[src/rtl/bb_pid_pkg.sv]
// Shared types, default sizing and the saturation helper for the multi-axis PID.
// Integrator and accumulator widths are derived from the data and gain widths.
package bb_pid_pkg;

  typedef enum logic [2:0] {
    S_IDLE  = 3'd0,
    S_LOAD  = 3'd1,
    S_ERR   = 3'd2,
    S_PTERM = 3'd3,
    S_ITERM = 3'd4,
    S_DTERM = 3'd5,
    S_WRITE = 3'd6,
    S_DONE  = 3'd7
  } state_t;

  // Integrator/derivative need two guard bits over the data width.
  function automatic int int_width(input int dw);
    return dw + 2;
  endfunction

  // Three products of (DW+2)x(GW+1) bits summed without overflow.
  function automatic int acc_width(input int dw, input int gw);
    return dw + gw + 4;
  endfunction

  localparam int PID_CH    = 4;
  localparam int PID_DW    = 16;
  localparam int PID_GW    = 16;
  localparam int PID_FRAC  = 8;
  localparam int PID_INT_W = int_width(PID_DW);
  localparam int PID_ACC_W = acc_width(PID_DW, PID_GW);

  function automatic logic signed [63:0] sat_sym(input logic signed [63:0] v,
                                                 input logic signed [63:0] lim);
    logic signed [63:0] res;
    if (v > lim) begin
      res = lim;
    end else if (v < -lim) begin
      res = -lim;
    end else begin
      res = v;
    end
    return res;
  endfunction

endpackage

[src/rtl/bb_pid_mac.sv]
// Registered signed multiply-accumulate shared by all PID terms and channels.
// Operand b is an unsigned gain; i_clr with i_add loads a fresh product.
module bb_pid_mac
  import bb_pid_pkg::*;
#(
  parameter int OPW  = PID_INT_W,
  parameter int GW   = PID_GW,
  parameter int ACCW = PID_ACC_W
) (
  input  logic                   clk,
  input  logic                   rst_n,
  input  logic                   i_clr,
  input  logic                   i_add,
  input  logic signed [OPW-1:0]  i_a,
  input  logic        [GW-1:0]   i_b,
  output logic signed [ACCW-1:0] o_acc
);

  logic signed [OPW+GW:0] w_prod;
  logic signed [ACCW-1:0] r_acc;

  assign w_prod = (OPW + GW + 1)'(i_a) * (OPW + GW + 1)'($signed({1'b0, i_b}));

  // accumulator: load, add or hold
  always_ff @(posedge clk) begin
    if (!rst_n) begin
      r_acc <= '0;
    end else if (i_clr && i_add) begin
      r_acc <= ACCW'(w_prod);
    end else if (i_clr) begin
      r_acc <= '0;
    end else if (i_add) begin
      r_acc <= r_acc + ACCW'(w_prod);
    end else begin
      r_acc <= r_acc;
    end
  end

  assign o_acc = r_acc;

endmodule

[src/rtl/bb_pid_multi.sv]
// Time-multiplexed multi-axis PID with anti-windup and output saturation.
// Define DERIV_ON_MEAS_EN to take the derivative on measurement instead of error.
module bb_pid_multi
  import bb_pid_pkg::*;
#(
  parameter int CH   = PID_CH,
  parameter int DW   = PID_DW,
  parameter int GW   = PID_GW,
  parameter int FRAC = PID_FRAC,
  parameter int IMAX = 8192,
  parameter int OMAX = 30000
) (
  input  logic             clk,
  input  logic             rst_n,
  input  logic             start,
  input  logic             clear_int,
  input  logic [CH*DW-1:0] target,
  input  logic [CH*DW-1:0] measured,
  input  logic [CH*GW-1:0] kp,
  input  logic [CH*GW-1:0] ki,
  input  logic [CH*GW-1:0] kd,
  output logic             busy,
  output logic             done,
  output logic [CH*DW-1:0] out
);

  localparam int IW   = int_width(DW);
  localparam int ACCW = acc_width(DW, GW);
  localparam int CHW  = (CH > 1) ? $clog2(CH) : 1;

  state_t r_state, w_next;
  logic [CHW-1:0]    r_ch;
  logic [CH*DW-1:0]  r_tgt, r_meas, r_out;
  logic [CH*GW-1:0]  r_kp, r_ki, r_kd;
  logic signed [IW-1:0] r_integ [CH];
`ifdef DERIV_ON_MEAS_EN
  logic signed [DW-1:0] r_mprev [CH];
`else
  logic signed [DW:0]   r_eprev [CH];
`endif
  logic signed [DW:0]   r_e;
  logic signed [IW-1:0] r_icl, r_d;
  logic r_busy, r_done, r_clr_pend;

  logic signed [DW-1:0]   w_tgt, w_meas, w_out_ch;
  logic signed [DW:0]     w_e;
  logic signed [IW:0]     w_icand;
  logic signed [IW-1:0]   w_icl, w_d, w_mul_a;
  logic [GW-1:0]          w_mul_b;
  logic                   w_mac_clr, w_mac_add, w_clr_now;
  logic signed [ACCW-1:0] w_acc;

  assign w_tgt   = $signed(r_tgt[r_ch*DW +: DW]);
  assign w_meas  = $signed(r_meas[r_ch*DW +: DW]);
  assign w_e     = (DW + 1)'(w_tgt) - (DW + 1)'(w_meas);
  assign w_icand = (IW + 1)'(r_integ[r_ch]) + (IW + 1)'(w_e);
  assign w_icl   = IW'(sat_sym(64'(w_icand), 64'(IMAX)));
`ifdef DERIV_ON_MEAS_EN
  assign w_d     = IW'(r_mprev[r_ch]) - IW'(w_meas);
`else
  assign w_d     = IW'(w_e) - IW'(r_eprev[r_ch]);
`endif
  assign w_out_ch = DW'(sat_sym(64'(w_acc) >>> FRAC, 64'(OMAX)));

  // A clear seen while busy is deferred until the run has committed its history.
  assign w_clr_now = ((r_state == S_IDLE) && clear_int) ||
                     ((r_state == S_DONE) && (r_clr_pend || clear_int));

  // state register with registered handshake outputs
  always_ff @(posedge clk) begin
    if (!rst_n) begin
      r_state <= S_IDLE;
      r_busy  <= 1'b0;
      r_done  <= 1'b0;
    end else begin
      r_state <= w_next;
      r_busy  <= (w_next != S_IDLE);
      r_done  <= (w_next == S_DONE);
    end
  end

  // next-state sequencing: five cycles per channel
  always_comb begin
    w_next = r_state;
    case (r_state)
      S_IDLE: begin
        if (start) w_next = S_LOAD;
        else       w_next = S_IDLE;
      end
      S_LOAD:  w_next = S_ERR;
      S_ERR:   w_next = S_PTERM;
      S_PTERM: w_next = S_ITERM;
      S_ITERM: w_next = S_DTERM;
      S_DTERM: w_next = S_WRITE;
      S_WRITE: begin
        if (r_ch == CHW'(CH - 1)) w_next = S_DONE;
        else                      w_next = S_ERR;
      end
      S_DONE:  w_next = S_IDLE;
      default: w_next = S_IDLE;
    endcase
  end

  // multiplier operand selection per term
  always_comb begin
    w_mul_a   = '0;
    w_mul_b   = '0;
    w_mac_clr = 1'b0;
    w_mac_add = 1'b0;
    case (r_state)
      S_PTERM: begin
        w_mul_a   = IW'(r_e);
        w_mul_b   = r_kp[r_ch*GW +: GW];
        w_mac_clr = 1'b1;
        w_mac_add = 1'b1;
      end
      S_ITERM: begin
        w_mul_a   = r_icl;
        w_mul_b   = r_ki[r_ch*GW +: GW];
        w_mac_add = 1'b1;
      end
      S_DTERM: begin
        w_mul_a   = r_d;
        w_mul_b   = r_kd[r_ch*GW +: GW];
        w_mac_add = 1'b1;
      end
      default: begin
        w_mul_a   = '0;
        w_mul_b   = '0;
      end
    endcase
  end

  bb_pid_mac #(.OPW(IW), .GW(GW), .ACCW(ACCW)) u_mac (
    .clk   (clk),
    .rst_n (rst_n),
    .i_clr (w_mac_clr),
    .i_add (w_mac_add),
    .i_a   (w_mul_a),
    .i_b   (w_mul_b),
    .o_acc (w_acc)
  );

  // input latch, per-channel error stage, output write and channel counter
  always_ff @(posedge clk) begin
    if (!rst_n) begin
      r_ch       <= '0;
      r_tgt      <= '0;
      r_meas     <= '0;
      r_kp       <= '0;
      r_ki       <= '0;
      r_kd       <= '0;
      r_e        <= '0;
      r_icl      <= '0;
      r_d        <= '0;
      r_out      <= '0;
      r_clr_pend <= 1'b0;
    end else begin
      case (r_state)
        S_LOAD: begin
          r_tgt  <= target;
          r_meas <= measured;
          r_kp   <= kp;
          r_ki   <= ki;
          r_kd   <= kd;
          r_ch   <= '0;
        end
        S_ERR: begin
          r_e   <= w_e;
          r_icl <= w_icl;
          r_d   <= w_d;
        end
        S_WRITE: begin
          r_out[r_ch*DW +: DW] <= w_out_ch;
          if (r_ch != CHW'(CH - 1)) r_ch <= r_ch + CHW'(1);
        end
        default: r_ch <= r_ch;
      endcase
      if (r_state == S_DONE)                        r_clr_pend <= 1'b0;
      else if (clear_int && (r_state != S_IDLE))    r_clr_pend <= 1'b1;
    end
  end

  // per-channel integrator and derivative history
  always_ff @(posedge clk) begin
    if (!rst_n || w_clr_now) begin
      for (int i = 0; i < CH; i++) begin
        r_integ[i] <= '0;
`ifdef DERIV_ON_MEAS_EN
        r_mprev[i] <= '0;
`else
        r_eprev[i] <= '0;
`endif
      end
    end else if (r_state == S_WRITE) begin
      r_integ[r_ch] <= r_icl;
`ifdef DERIV_ON_MEAS_EN
      r_mprev[r_ch] <= w_meas;
`else
      r_eprev[r_ch] <= r_e;
`endif
    end
  end

  assign busy = r_busy;
  assign done = r_done;
  assign out  = r_out;

endmodule

[config.mk]
export PLATFORM = sky130hd
export DESIGN_NAME = bb_pid_multi
export DESIGN_NICKNAME = d
export VERILOG_FILES = /design/src/rtl/bb_pid_pkg.sv /design/src/rtl/bb_pid_mac.sv /design/src/rtl/bb_pid_multi.sv
export SDC_FILE = /design/constraint.sdc
export NUM_CORES = 2
export LEC_CHECK = 0
export ABC_AREA = 1
export CORE_ASPECT_RATIO = 0.9
export CORE_UTILIZATION = 30
export CTS_BUF_LIST = sky130_fd_sc_hd__clkbuf_2 sky130_fd_sc_hd__clkbuf_4 sky130_fd_sc_hd__clkbuf_8
export CTS_CLUSTER_SIZE = 16
export DETAILED_ROUTE_END_ITERATION = 10
export GPL_TIMING_DRIVEN = 0
export SLEW_MARGIN = 10
export SYNTH_ARGS = -nofsm -noshare
export SYNTH_HDL_FRONTEND = slang
export SYNTH_SLANG_ARGS = --single-unit
export TNS_END_PERCENT = 20
[constraint.sdc]
create_clock -name clk -period 9.4 [get_ports clk]
set_input_delay 1.41 -clock clk [delete_from_list [all_inputs] [get_ports clk]]
set_output_delay 1.41 -clock clk [all_outputs]
set_load 0.005 [all_outputs]
# == Word-level counts from Yosys, hierarchy flattened ==
# Memory sizes are Yosys's and may differ from the RTL's. A register that Yosys moved wholly into a read port is not among the register bits.
# Index checks and enable logic that the tools add are counted.
# word_totals
romBits,0
word_cells,97
ram_bits,140
ff_bits,481
memories,2
latchBits,0
# mem_list
memory,words,word_bits,read_ports,rd_ports_with_merged_regs,write_ports,line_no,source
r_integ,4,18,1,1,4,bb_pid_multi.sv:35,logic signed [IW-1:0] r_integ [CH];
r_eprev,4,17,1,1,4,bb_pid_multi.sv:39,logic signed [DW:0] r_eprev [CH];
# classes
order_cmp,4
n_div,0
multipliers,1
n_mux,32
n_eq_ne,11
n_bitwise,1
shift,7
n_addsub,6
reduce_logical,18
# ops
cell,count
$shiftx 64x7->16,5
$mux 36,3
$bwmux 64,1
$shift 16x34->64 const A,1
$shiftx 16x34->64,1
$mux 18,3
$pmux 18 s3,1
$pmux 16 s3,1
$add 36x35->36,1
$mul 18x17->35,1
$neg 6->34,1
$mux 16,2
$gt 28x16->1 const B,1
$lt 28x16->1 const B,1
$pmux 3 s8,1
$add 18x17->19,1
$gt 19x15->1 const B,1
$lt 19x14->1 const B,1
$reduce_or 18->1,1
$sub 17x17->18,1
$mux 17,1
$reduce_or 17->1,1
$sub 16x16->17,1
$eq 3x3->1 const B,5
19 further kinds,43

# == Depth between registers and ports, before layout ==
# logic_depth
ltp_word,8
ltp_mapped,49
ltp_nobuf,46

# == Modules after synthesis ==
# From an unflattened synthesis, not the netlist that was laid out.
# unflattened
cells_unflattened,5953
area_unflattened_um2,43619.3
# modules_own_cells
mod,instances,area_each_um2,seq_area_each_um2,cells_per_inst
bb_pid_multi,1,27600.2,13152.6,3621
bb_pid_mac,1,16019.1,720.7,2332

# == Worst setup path before layout ==
# No wires, ideal clock.
# synth_timing
kind,register to register
start,register r_state[1]
end,register u_mac.r_acc[35] (netlist: u_mac.o_acc[35])
synth_period_minus_slack_ns,8.144
t_arrival_ns,8.036
slack_ns,1.256
setup_ns,0.109
required_time_ns,9.291
stages_incl_launch_ff,43
cell_sequence,dfxtp_1 nor2_2 nand2_2 buf_4 buf_6 o22ai_1 a21oi_1 o221ai_1 nand3_1 nor2_1 inv_1 fa_1 inv_1 fa_1 fa_1 fa_1 fa_1 inv_1 [... 7 more ...] nand3_1 inv_1 o21ai_0 inv_1 nand2_1 nand2_1 ha_1 nand2_1 nor2_1 nand2_1 nor3_1 nand4_1 nand4_1 nand3_1 nand2_1 nand3_1 nand2_1 inv_1
# synth_between
elab_chain_len,7
# synth_lines
item,line_no,source
from (decl),bb_pid_multi.sv:31,"state_t r_state, w_next;"
from (signal assigned),bb_pid_multi.sv:76,r_state <= w_next;
$eq 3x3->1 / $eq 3x2->1 (equally long branches),bb_pid_multi.sv:110,case (r_state)
$pmux 18 s3 / $pmux 16 s3 (equally long branches),bb_pid_multi.sv:110,
$mul 18x17->35,bb_pid_mac.sv:22,"assign w_prod = (OPW + GW + 1)'(i_a) * (OPW + GW + 1)'($signed({1'b0, i_b}));"
$add 36x35->36,bb_pid_mac.sv:33,r_acc <= r_acc + ACCW'(w_prod);
$mux 36,bb_pid_mac.sv:32,end else if (i_add) begin
$mux 36,bb_pid_mac.sv:30,end else if (i_clr) begin
$mux 36,bb_pid_mac.sv:28,end else if (i_clr && i_add) begin
to (signal assigned),bb_pid_mac.sv:29,r_acc <= ACCW'(w_prod);
to (signal assigned),bb_pid_mac.sv:33,
to (signal assigned),bb_pid_mac.sv:35,r_acc <= r_acc;
to (decl),bb_pid_mac.sv:20,logic signed [ACCW-1:0] r_acc;
# Parallel ways exist; a longest one is shown, timed or not. The select of a mux whose other input is x is not followed.
# A chain may end at the register's enable or synchronous reset.

# == Final worst setup path ==
# layout_timing
start,register r_state[1]
end,register u_mac.r_acc[34] (netlist: u_mac.o_acc[34])
# The elaborated chain is that of the path after synthesis.

==> out/results.txt <==
Min-delay worst type: flop to flop
Max VDD drop: 195.8 uV
Top post-synthesis cells by area: dfxtp_1, fa_1, edfxtp_1, inv_1, nand2_1
Cell variety after synth: 61
GRT Total Usage: 23.84%
Top fanout value on the critical path: 10
Vias per std cell: 5.097
Leak: 22.18 nW
Syn avg cell area: 7.632 um2
Post-route setup slack: 303.0 ps
Core Area: 139600 um2
Main combinational cell family by area after synthesis: adder cells
Clk_lat worst skew: 830 ps
HPWL after detailed placement: 140.9 mm
Residual DRC: 0
Commonest cells in the netlist: inv_1, nand2_1, nor2_1, a21oi_1, o21ai_0
Largest net degree at the start of global routing: 26
Cell repeated most along the worst path: fa_1
Seq/Total Area, Yosys: 32.90%
Initial core utilization: 30.22%
CTS root buf: clkbuf_8
Share of layout cells above drive strength 1: 8.111%
Routed WL: 173.2 mm
YS warnings: 0
Vias in the first global route: 39470
Vias: 40840
Synth top area share: 22.93%
Area taken by flip-flops and latches: 13880 um2
Post-route cell area: 52100 um2
Outcome: finished, final reports clean
Die height: 357.7 um
Hold Vio Cnt, Final: 0
CP Launch Type: flop
Final setup fails: 0
Mapped Area: 42170 um2
DIE AREA: 142100 um2
CTS Buffer Depth: 3
Largest stage delay, worst path: 580 ps
Final Net Count: 6863
Area delta synth->final: 23.54%
Util after Layout: 37.33%
Area of the multi-input gates: 24090 um2
Worst slew pin tran: 1228 ps
Pwr dens: 212.7 nW/um2
Post-synthesis adder-cell area fraction: 19.47%
DR WL/cell: 21.61 um
Die X-Extent: 397.2 um
Syn Nets: 6327
DR pass1 iterations: 6
CP max stage cell: fa_1
Required time of the critical path: 10130 ps
# rows: 130
Top-count cell post-synth: inv_1
Synth Area in Simple Gates: 16.89%
# IOs: 390
DR iter-0 viols: 4036
Multiplexer area fraction after synthesis: 0%
Post-Syn Instances: 5525
Worst-path clk slew: 70 ps
Remaining antenna violation count after routing: 0
Post-synthesis xor/xnor area fraction: 1.495%
Data arrival time of the worst path: 9830 ps
Synth Area in Compound Gates: 17.70%
Final Max Tran Viols: 0
Top cell type by total area after synthesis: dfxtp_1
Top_reg_cell synth: dfxtp_1
GP Congestion: 0.9581
Final period utilization: 96.78%
TritonCTS Sinks: 623
EDFF count, synth: 140
CTS tree: yes
Ys async rst share: 0%
CTS Buf Count: 109
Min Tclk post-route: 9097 ps
Critical Path Sink Type: flop
Slew Limit Headroom: 18.14%
IO Port Bufs: 389
First-pass GRT wire length: 252.5 mm
Antenna violations before repair: 18
Placement Setup Slack: -1752 ps
CTS HTree Levels: 3
Setup TNS: 0 ps
Grt ovf: 0
Crit Path Class: flop to flop
Clock Skew: 60.87 ps
Max_cap viols: 0
Dpl cell area: 48560 um2
Synthesized flop and latch total: 623
Fill count: 14510
Achievable Freq: 109.9 MHz
-- cell type report --
type	instances	area share, %
Inverter	989	7.207
Timing Repair Buffer	430	8.346
Sequential cell	623	26.65
Buffer	269	2.394
Tap cell	1848	4.438
Clock buffer	163	3.826
Antenna cell	12	0.05764
Multi-Input combinational cell	3639	46.24
Clock inverter	39	0.8430
-- worst paths after layout --
check	from	endpoint	cells after the start	slack, ps
max reg2reg	r_state[1]	u_mac.o_acc[34]	38	300
max	r_state[1]	u_mac.o_acc[34]	38	300
min	r_d[1]	r_d[1]	2	450
min reg2reg	r_d[1]	r_d[1]	2	450
-- worst max-delay path: cells and delay by family (launching register included) --
kind,cells,cell delay (ps)
XOR/XNOR,1,310
AND/OR/NAND/NOR,11,1760
flip-flops,1,410
adder cells (fa/ha/maj),8,3800
AO/OA/AOI/OAI,9,1420
buffers and inverters,9,1340
-- flip-flops by register name (all words and copies together), names as in the netlist, named ones only --
register and flops:
r_meas 64, r_integ 72, r_eprev 68, out 64, u_mac.o_acc 36, r_e 17, busy 1, r_ch 2
r_kd 64, r_tgt 64, r_icl 18, done 1, r_ki 64, r_clr_pend 1, r_d 18, r_state 3
r_kp 64
-- cell usage in the layout, fill, tap and decap left out, drive strengths merged, types with 9 or more instances in the layout --
cell	instances
clkdlybuf4s50	389
nor3	32
a32o	16
nor2	738
clkbuf	358
o21bai	25
a21o	13
a31oi	20
buf	115
diode	12
nand2	761
o21ai	504
fa	297
clkinvlp	9
ha	181
xnor2	27
inv	978
nand3	158
dfxtp	483
a221oi	32
o22ai	137
clkinv	33
o221ai	29
nand4	43
a21oi	507
xor2	45
o211ai	11
or2	9
edfxtp	140
-- metrics by stage --
stage	hold slack, ps	std cells	power (mW)
2_1_floorplan	424.4	5525	6.440
3_3_place_gp	436.0	7762	8.013
3_5_place_dp	442.7	7769	8.052
4_1_cts	453.1	7977	10.91
5_1_grt	465.6	8008	11.68
6_report	453.4	8012	11.08
-- metal layers --
metal / vias up / wire, um / global-route usage, %
met4: 2 / 5220 / 7.200
met3: 282 / 19640 / 6.770
li1: 18920 / - / -
met1: 19800 / 73750 / 32.54
met5: - / 13 / 0
met2: 1833 / 74530 / 36.36
-- cell families after synthesis --
logic type,Yosys count
AO/OA/AOI/OAI,1330
flip-flops,623
AND/OR/NAND/NOR,1759
XOR/XNOR,72
adder cells (fa/ha/maj),478
buffers and inverters,1263
-- what timing repair did --
item / in CTS / in global routing
hold buffers: 0 / 0
gates resized for setup: 90 / 139
endpoints found under the setup margin: 22 / 18
pin swaps: 4 / 18
setup buffers: 8 / 26
-- report_power, final --
| part | internal [mW] | leakage (nW) | switching, mW |
|---|---|---|---|
| sequential | 3.06 | 5.44 | 0.154 |
| combinational | 1.58 | 15.4 | 3.43 |
| clock | 1.59 | 1.29 | 1.27 |
| total | 6.23 | 22.2 | 4.85 |
Power figures use the tool's default switching activity.
